--- src/rtl/hack_ps2_keyboard.sv ---
// PS/2 set-2 receiver and Hack key decoder: scan_valid/frame_err one cycle after the stop-bit edge, kb one cycle later.
// No backpressure: the keyboard drives the pace and every frame is consumed as it arrives.
module hack_ps2_keyboard #(
    parameter int TIMEOUT_CYCLES = 50000,
    parameter int SYNC_STAGES    = 2
) (
    input  logic        clk,
    input  logic        reset,
    input  logic        ps2_clk,
    input  logic        ps2_data,
    output logic [15:0] kb,
    output logic        scan_valid,
    output logic [7:0]  scan_code,
    output logic        frame_err
);
    localparam int IW = $clog2(TIMEOUT_CYCLES + 1);
    localparam logic [IW-1:0] IDLE_MAX = IW'(TIMEOUT_CYCLES);
    localparam logic [IW-1:0] IDLE_ONE = IW'(1);

    logic [SYNC_STAGES-1:0] r_clk_sync, r_data_sync;
    logic                   r_clk_prev;
    logic [3:0]             r_bit_cnt;
    logic [9:0]             r_bits;
    logic [IW-1:0]          r_idle;
    logic                   r_scan_valid, r_frame_err;
    logic [7:0]             r_scan_code;
    logic                   r_brk, r_ext;
    logic [7:0]             r_key;

    logic       w_clk_s, w_data_s, w_edge, w_frame_ok, w_timeout;
    logic [7:0] w_code;

    assign w_clk_s   = r_clk_sync[SYNC_STAGES-1];
    assign w_data_s  = r_data_sync[SYNC_STAGES-1];
    assign w_edge    = r_clk_prev & ~w_clk_s;
    // r_bits[0] holds the start bit, r_bits[9] the parity bit; w_data_s is the stop bit.
    assign w_frame_ok = ~r_bits[0] & (^r_bits[9:1]) & w_data_s;
    assign w_timeout  = (r_bit_cnt != 4'd0) && (r_idle == IDLE_MAX);

    assign kb         = {8'h00, r_key};
    assign scan_valid = r_scan_valid;
    assign scan_code  = r_scan_code;
    assign frame_err  = r_frame_err;

    // Synchronisers reset to the idle-high line level so no false edge follows reset.
    always_ff @(posedge clk or posedge reset) begin
        if (reset) begin
            r_clk_sync  <= '1;
            r_data_sync <= '1;
            r_clk_prev  <= 1'b1;
        end else begin
            r_clk_sync  <= {r_clk_sync[SYNC_STAGES-2:0], ps2_clk};
            r_data_sync <= {r_data_sync[SYNC_STAGES-2:0], ps2_data};
            r_clk_prev  <= w_clk_s;
        end
    end

    always_ff @(posedge clk or posedge reset) begin
        if (reset) begin
            r_bit_cnt    <= 4'd0;
            r_bits       <= 10'd0;
            r_idle       <= '0;
            r_scan_valid <= 1'b0;
            r_frame_err  <= 1'b0;
            r_scan_code  <= 8'h00;
        end else begin
            r_scan_valid <= 1'b0;
            r_frame_err  <= 1'b0;
            if (w_edge) begin
                r_idle <= '0;
                if (r_bit_cnt == 4'd10) begin
                    r_bit_cnt <= 4'd0;
                    if (w_frame_ok) begin
                        r_scan_valid <= 1'b1;
                        r_scan_code  <= r_bits[8:1];
                    end else begin
                        r_frame_err  <= 1'b1;
                    end
                end else begin
                    r_bits    <= {w_data_s, r_bits[9:1]};
                    r_bit_cnt <= r_bit_cnt + 4'd1;
                end
            end else begin
                if (r_idle != IDLE_MAX)
                    r_idle <= r_idle + IDLE_ONE;
                if (w_timeout)
                    r_bit_cnt <= 4'd0;
            end
        end
    end

    always_comb begin
        w_code = 8'd0;
        if (r_ext) begin
            case (r_scan_code)
                8'h6B: w_code = 8'd130;  8'h75: w_code = 8'd131;  8'h74: w_code = 8'd132;
                8'h72: w_code = 8'd133;  8'h6C: w_code = 8'd134;  8'h69: w_code = 8'd135;
                8'h7D: w_code = 8'd136;  8'h7A: w_code = 8'd137;  8'h70: w_code = 8'd138;
                8'h71: w_code = 8'd139;  8'h5A: w_code = 8'd128;
                default: w_code = 8'd0;
            endcase
        end else begin
            case (r_scan_code)
                8'h1C: w_code = 8'd65;  8'h32: w_code = 8'd66;  8'h21: w_code = 8'd67;
                8'h23: w_code = 8'd68;  8'h24: w_code = 8'd69;  8'h2B: w_code = 8'd70;
                8'h34: w_code = 8'd71;  8'h33: w_code = 8'd72;  8'h43: w_code = 8'd73;
                8'h3B: w_code = 8'd74;  8'h42: w_code = 8'd75;  8'h4B: w_code = 8'd76;
                8'h3A: w_code = 8'd77;  8'h31: w_code = 8'd78;  8'h44: w_code = 8'd79;
                8'h4D: w_code = 8'd80;  8'h15: w_code = 8'd81;  8'h2D: w_code = 8'd82;
                8'h1B: w_code = 8'd83;  8'h2C: w_code = 8'd84;  8'h3C: w_code = 8'd85;
                8'h2A: w_code = 8'd86;  8'h1D: w_code = 8'd87;  8'h22: w_code = 8'd88;
                8'h35: w_code = 8'd89;  8'h1A: w_code = 8'd90;
                8'h45: w_code = 8'd48;  8'h16: w_code = 8'd49;  8'h1E: w_code = 8'd50;
                8'h26: w_code = 8'd51;  8'h25: w_code = 8'd52;  8'h2E: w_code = 8'd53;
                8'h36: w_code = 8'd54;  8'h3D: w_code = 8'd55;  8'h3E: w_code = 8'd56;
                8'h46: w_code = 8'd57;  8'h29: w_code = 8'd32;
                8'h41: w_code = 8'd44;  8'h49: w_code = 8'd46;  8'h4A: w_code = 8'd47;
                8'h4E: w_code = 8'd45;  8'h55: w_code = 8'd61;  8'h4C: w_code = 8'd59;
                8'h52: w_code = 8'd39;  8'h54: w_code = 8'd91;  8'h5B: w_code = 8'd93;
                8'h5D: w_code = 8'd92;  8'h0E: w_code = 8'd96;
                8'h5A: w_code = 8'd128; 8'h66: w_code = 8'd129; 8'h76: w_code = 8'd140;
                8'h05: w_code = 8'd141; 8'h06: w_code = 8'd142; 8'h04: w_code = 8'd143;
                8'h0C: w_code = 8'd144; 8'h03: w_code = 8'd145; 8'h0B: w_code = 8'd146;
                8'h83: w_code = 8'd147; 8'h0A: w_code = 8'd148; 8'h01: w_code = 8'd149;
                8'h09: w_code = 8'd150; 8'h78: w_code = 8'd151; 8'h07: w_code = 8'd152;
                default: w_code = 8'd0;
            endcase
        end
    end

    // Releasing a key other than the held one leaves kb alone.
    always_ff @(posedge clk or posedge reset) begin
        if (reset) begin
            r_brk <= 1'b0;
            r_ext <= 1'b0;
            r_key <= 8'd0;
        end else if (r_scan_valid) begin
            if (r_scan_code == 8'hF0) begin
                r_brk <= 1'b1;
            end else if (r_scan_code == 8'hE0) begin
                r_ext <= 1'b1;
            end else begin
                if (!r_brk && (w_code != 8'd0))
                    r_key <= w_code;
                else if (r_brk && (w_code == r_key))
                    r_key <= 8'd0;
                r_brk <= 1'b0;
                r_ext <= 1'b0;
            end
        end
    end
endmodule

--- config.mk ---
export PLATFORM = sky130hd
export DESIGN_NAME = hack_ps2_keyboard
export DESIGN_NICKNAME = d
export VERILOG_FILES = /design/src/rtl/hack_ps2_keyboard.sv
export SDC_FILE = /design/constraint.sdc
export NUM_CORES = 1
export LEC_CHECK = 0
export ABC_AREA = 1
export CORE_MARGIN = 4
export CORE_UTILIZATION = 30
export DETAILED_ROUTE_END_ITERATION = 10
export SLEW_MARGIN = 20
export SYNTH_ARGS = -nofsm -noshare
export SYNTH_HDL_FRONTEND = slang
export SYNTH_SLANG_ARGS = --single-unit
--- constraint.sdc ---
create_clock -name clk -period 5.46 [get_ports clk]
set_input_delay 1.092 -clock clk [delete_from_list [all_inputs] [get_ports clk]]
set_output_delay 1.092 -clock clk [all_outputs]
set_load 0.01 [all_outputs]
==> flow_metrics.py <==
metrics = {
    "setup_path": {
        "cpMaxStageDelayCell": "dfrtp_1",
        "crit_type": "flop to flop",
        "arrival_ps": 3160,
        "crit_fanout": 11,
        "path_cells": "inv_1, ha_1, nand2_1, inv_1, nand2_1, nand3_1, nand3_1, nor2_1, nor2_1, nand2_1, nand2_1, nand2_1, nand2_1, nand2_1, nor2_1, nand2_1, nand2_4, nand2_4, nand2_1, nand2_1",
        "cp.required_ps": 5640,
        "slowest_delay_ps": 510,
        "crit_buf_inv": 2,
        "end_kind": "flop",
        "crit_top_cell": "nand2_1",
        "critPathTopFamily": "simple AND/OR/NAND/NOR gates",
        "crit_path_start_kind": "flop",
    },
    "drt": {
        "ant_nets": 0,
        "drt_iter0_markers": 440,
        "drtPass1Iterations": 6,
        "wl_per_cell_um": 12.49,
        "vias_per_cell": 4.795,
        "route.detailed.drc": 0,
        "wl_um": 10110,
        "vias": 3879,
    },
    "grt": {
        "grt_max_degree": 56,
        "globalRouteOverflowTotal": 0,
        "antenna_found_initial": 0,
        "grt_pass1_wl_um": 17250,
        "grt_pass1_vias": 3609,
        "gr-usage-all-layers_pct": 12.98,
    },
    "clock_network": {
        "clk_pin_slew_worst_paths_ps": 70,
        "cts-resized-gates": 0,
        "cts_made_buffers": 5,
        "clock-sinks": 55,
        "cts_tree": "built",
        "clock_path_buffers": 2,
        "cts-root-buf": "clkbuf_16",
        "cts_hold_buf": 0,
        "postCtsSetupRepairBufs": 0,
        "htree_levels": 2,
        "clk_latency_ps": 300,
    },
    "sta": {
        "skew_ps": 4.578,
        "fin_crit_ps": 2981,
        "post-route-period-util_pct": 54.60,
        "fin_setup_tns_ps": 0,
        "setup_viol": 0,
        "worstMarginPinSlew_ps": 915.7,
        "fmax_mhz": 335.4,
        "hold_viol": 0,
        "relSlewSlack_pct": 38.67,
        "grt_setup_unrepaired": "no",
        "slew_viol_final": 0,
    },
    "synthesis": {
        "synth_top_area_share_pct": 30.75,
        "ys_seq_elements": 55,
        "yosys.cell_count.top_type": "nand2_1",
        "avgSynthCellArea_um2": 6.531,
        "yosys_most_used_dff": "dfrtp_1",
        "ys_top_cells_by_count": "nand2_1, nand3_1, inv_1, nor2_1, dfrtp_1",
        "synth.area.top_cells": "dfrtp_1, nand2_1, nand3_1",
        "syn-instance-count": 623,
        "ys_warn_count": 0,
        "synth_cell_type_count": 36,
        "seq_area_frac_synth_pct": 33.98,
        "synth_area_um2": 4069,
        "synth_top_cell_by_area": "dfrtp_1",
        "async_reset_ff_share_pct": 100.0,
        "synth_edf_count": 0,
    },
    "floorplanning": {
        "die_h_um": 124.5,
        "num_rows": 42,
        "core_um2": 13240,
        "initial_core_util_pct": 30.73,
        "die_area_um2": 15490,
        "io_pins": 30,
        "die_x_um": 124.5,
    },
    "power": {
        "powerDensity_nw_per_um2": 273.4,
        "irDropWorstVdd_mv": 0.2585,
        "p_int_uw": 787.0,
        "p_leak_nw": 2.114,
        "swShare_pct": 36.23,
        "power.net_switching_uw": 447.0,
        "design_power_total_mw": 1.234,
        "clock_power_share_pct": 27.5,
        "share_comb_of_total_power_pct": 31.6,
        "seqPwrFrac_pct": 40.9,
    },
    "final_layout": {
        "finalNonFillerCells": 809,
        "drive_gt1_share_pct": 5.529,
        "area_delta_synth_final_pct": 10.92,
        "nets": 648,
        "diodes": 0,
    },
    "status": {
        "status": "completed",
    },
    "placement": {
        "dp_cells": 801,
        "dp_hpwl_um": 7416,
        "numPortBuffers": 21,
        "gp_congestion": 0.9317,
    },
    "hold_path": {
        "min_path_type": "flop to flop",
    },
    "run": {
        "cap_viol_max_count": 0,
    },
}
## power groups by stage
stage                     clock, mW  sequential, mW  combinational, mW
after global routing          0.369           0.513              0.452
final                         0.339           0.505              0.389
after detailed placement          0           0.512              0.390
after CTS                     0.353           0.505              0.392
after floorplan                   0           0.496              0.330
after global placement            0           0.512              0.385
## kinds of logic (layout without fill, tap and decap cells)
logic type / Yosys count / count (layout) / synth area share, %
simple gates: 364 / 364 / 38.44
buf+inv: 101 / 104 / 11.38
xor+xnor: 8 / 8 / 1.722
compound gates: 82 / 82 / 10.70
flops: 55 / 55 / 33.98
other cells: 1 / 8 / 0.09216
fa+ha+maj: 12 / 12 / 3.690
## worst reg2reg max path, delay by kind of cell, from the launching register on
family	cells	cell delay [ps]
adder cells (fa/ha/maj)	1	290
flip-flops	1	510
buffers and inverters	2	330
AND/OR/NAND/NOR	17	1740
## sequential cells by signal, indices dropped and copies added, names as in the netlist
| register | cells |
|---|---|
| r_idle | 16 |
| r_bits | 10 |
| r_key | 8 |
| scan_code | 8 |
| r_bit_cnt | 4 |
| r_clk_sync | 2 |
| r_data_sync | 2 |
| frame_err | 1 |
| r_brk | 1 |
| r_clk_prev | 1 |
| r_ext | 1 |
| scan_valid | 1 |
## worst paths after layout
check	cells after the start	endpoint	start	slack, ps
setup / recovery	20	r_key[3]$_DFFE_PP0P_	scan_code[0]$_DFFE_PP0P_	2480
min in group asynchronous	3	r_idle[9]$_DFFE_PP0P_	reset	1300
hold reg to reg	0	r_data_sync[1]$_DFF_PP1_	r_data_sync[0]$_DFF_PP1_	360
max in group asynchronous	3	scan_code[3]$_DFFE_PP0P_	reset	3650
hold / removal	0	r_data_sync[1]$_DFF_PP1_	r_data_sync[0]$_DFF_PP1_	360
setup reg to reg	20	r_key[3]$_DFFE_PP0P_	scan_code[0]$_DFFE_PP0P_	2480
## layer usage
layer | routed length [um] | vias up | part of all wire (%) | global-route usage [%]
li1 | - | 1997 | - | -
met5 | 0 | - | 0 | 0
met2 | 4576 | 135 | 45 | 20.93
met4 | 240 | 0 | 2.4 | 4.578
met1 | 4743 | 1726 | 47 | 17.50
met3 | 546 | 21 | 5.4 | 2.273
## cell usage in the layout, fill, tap and decap left out, types with 3 or more instances in the layout
| master | count |
|---|---|
| a21oi_2 | 3 |
| a31oi_1 | 3 |
| ha_1 | 12 |
| clkbuf_16 | 5 |
| dfstp_2 | 5 |
| o21ai_0 | 40 |
| clkdlybuf4s50_1 | 21 |
| conb_1 | 8 |
| nor2_1 | 61 |
| dfrtp_1 | 49 |
| nand3_1 | 76 |
| nor3_1 | 4 |
| inv_1 | 67 |
| inv_2 | 5 |
| nand2_1 | 201 |
| a21oi_1 | 29 |
| nand4_1 | 8 |
| xnor2_1 | 6 |
## cell type report
class,instances,area [um2]
fill,1471,8730
multi-input combinational,474,2250
sequential,55,1384
inverter,74,282.8
tap,176,220.2
timing repair buffer,22,217.7
clock buffer,6,138.9
clock inverter,2,20.02
## through the flow
stage	hold WS (ps)	instance area [um2]	setup WS (ps)	util, %
final	357.3	4513	2479	34.08
after global routing	363.7	4513	2066	34.08
after CTS	358.1	4512	2228	34.07
after detailed placement	346.8	4353	2390	32.87
after global placement	346.4	4353	2438	32.87
after floorplan	345.2	4095	3033	-
Power figures use the tool's default switching activity.
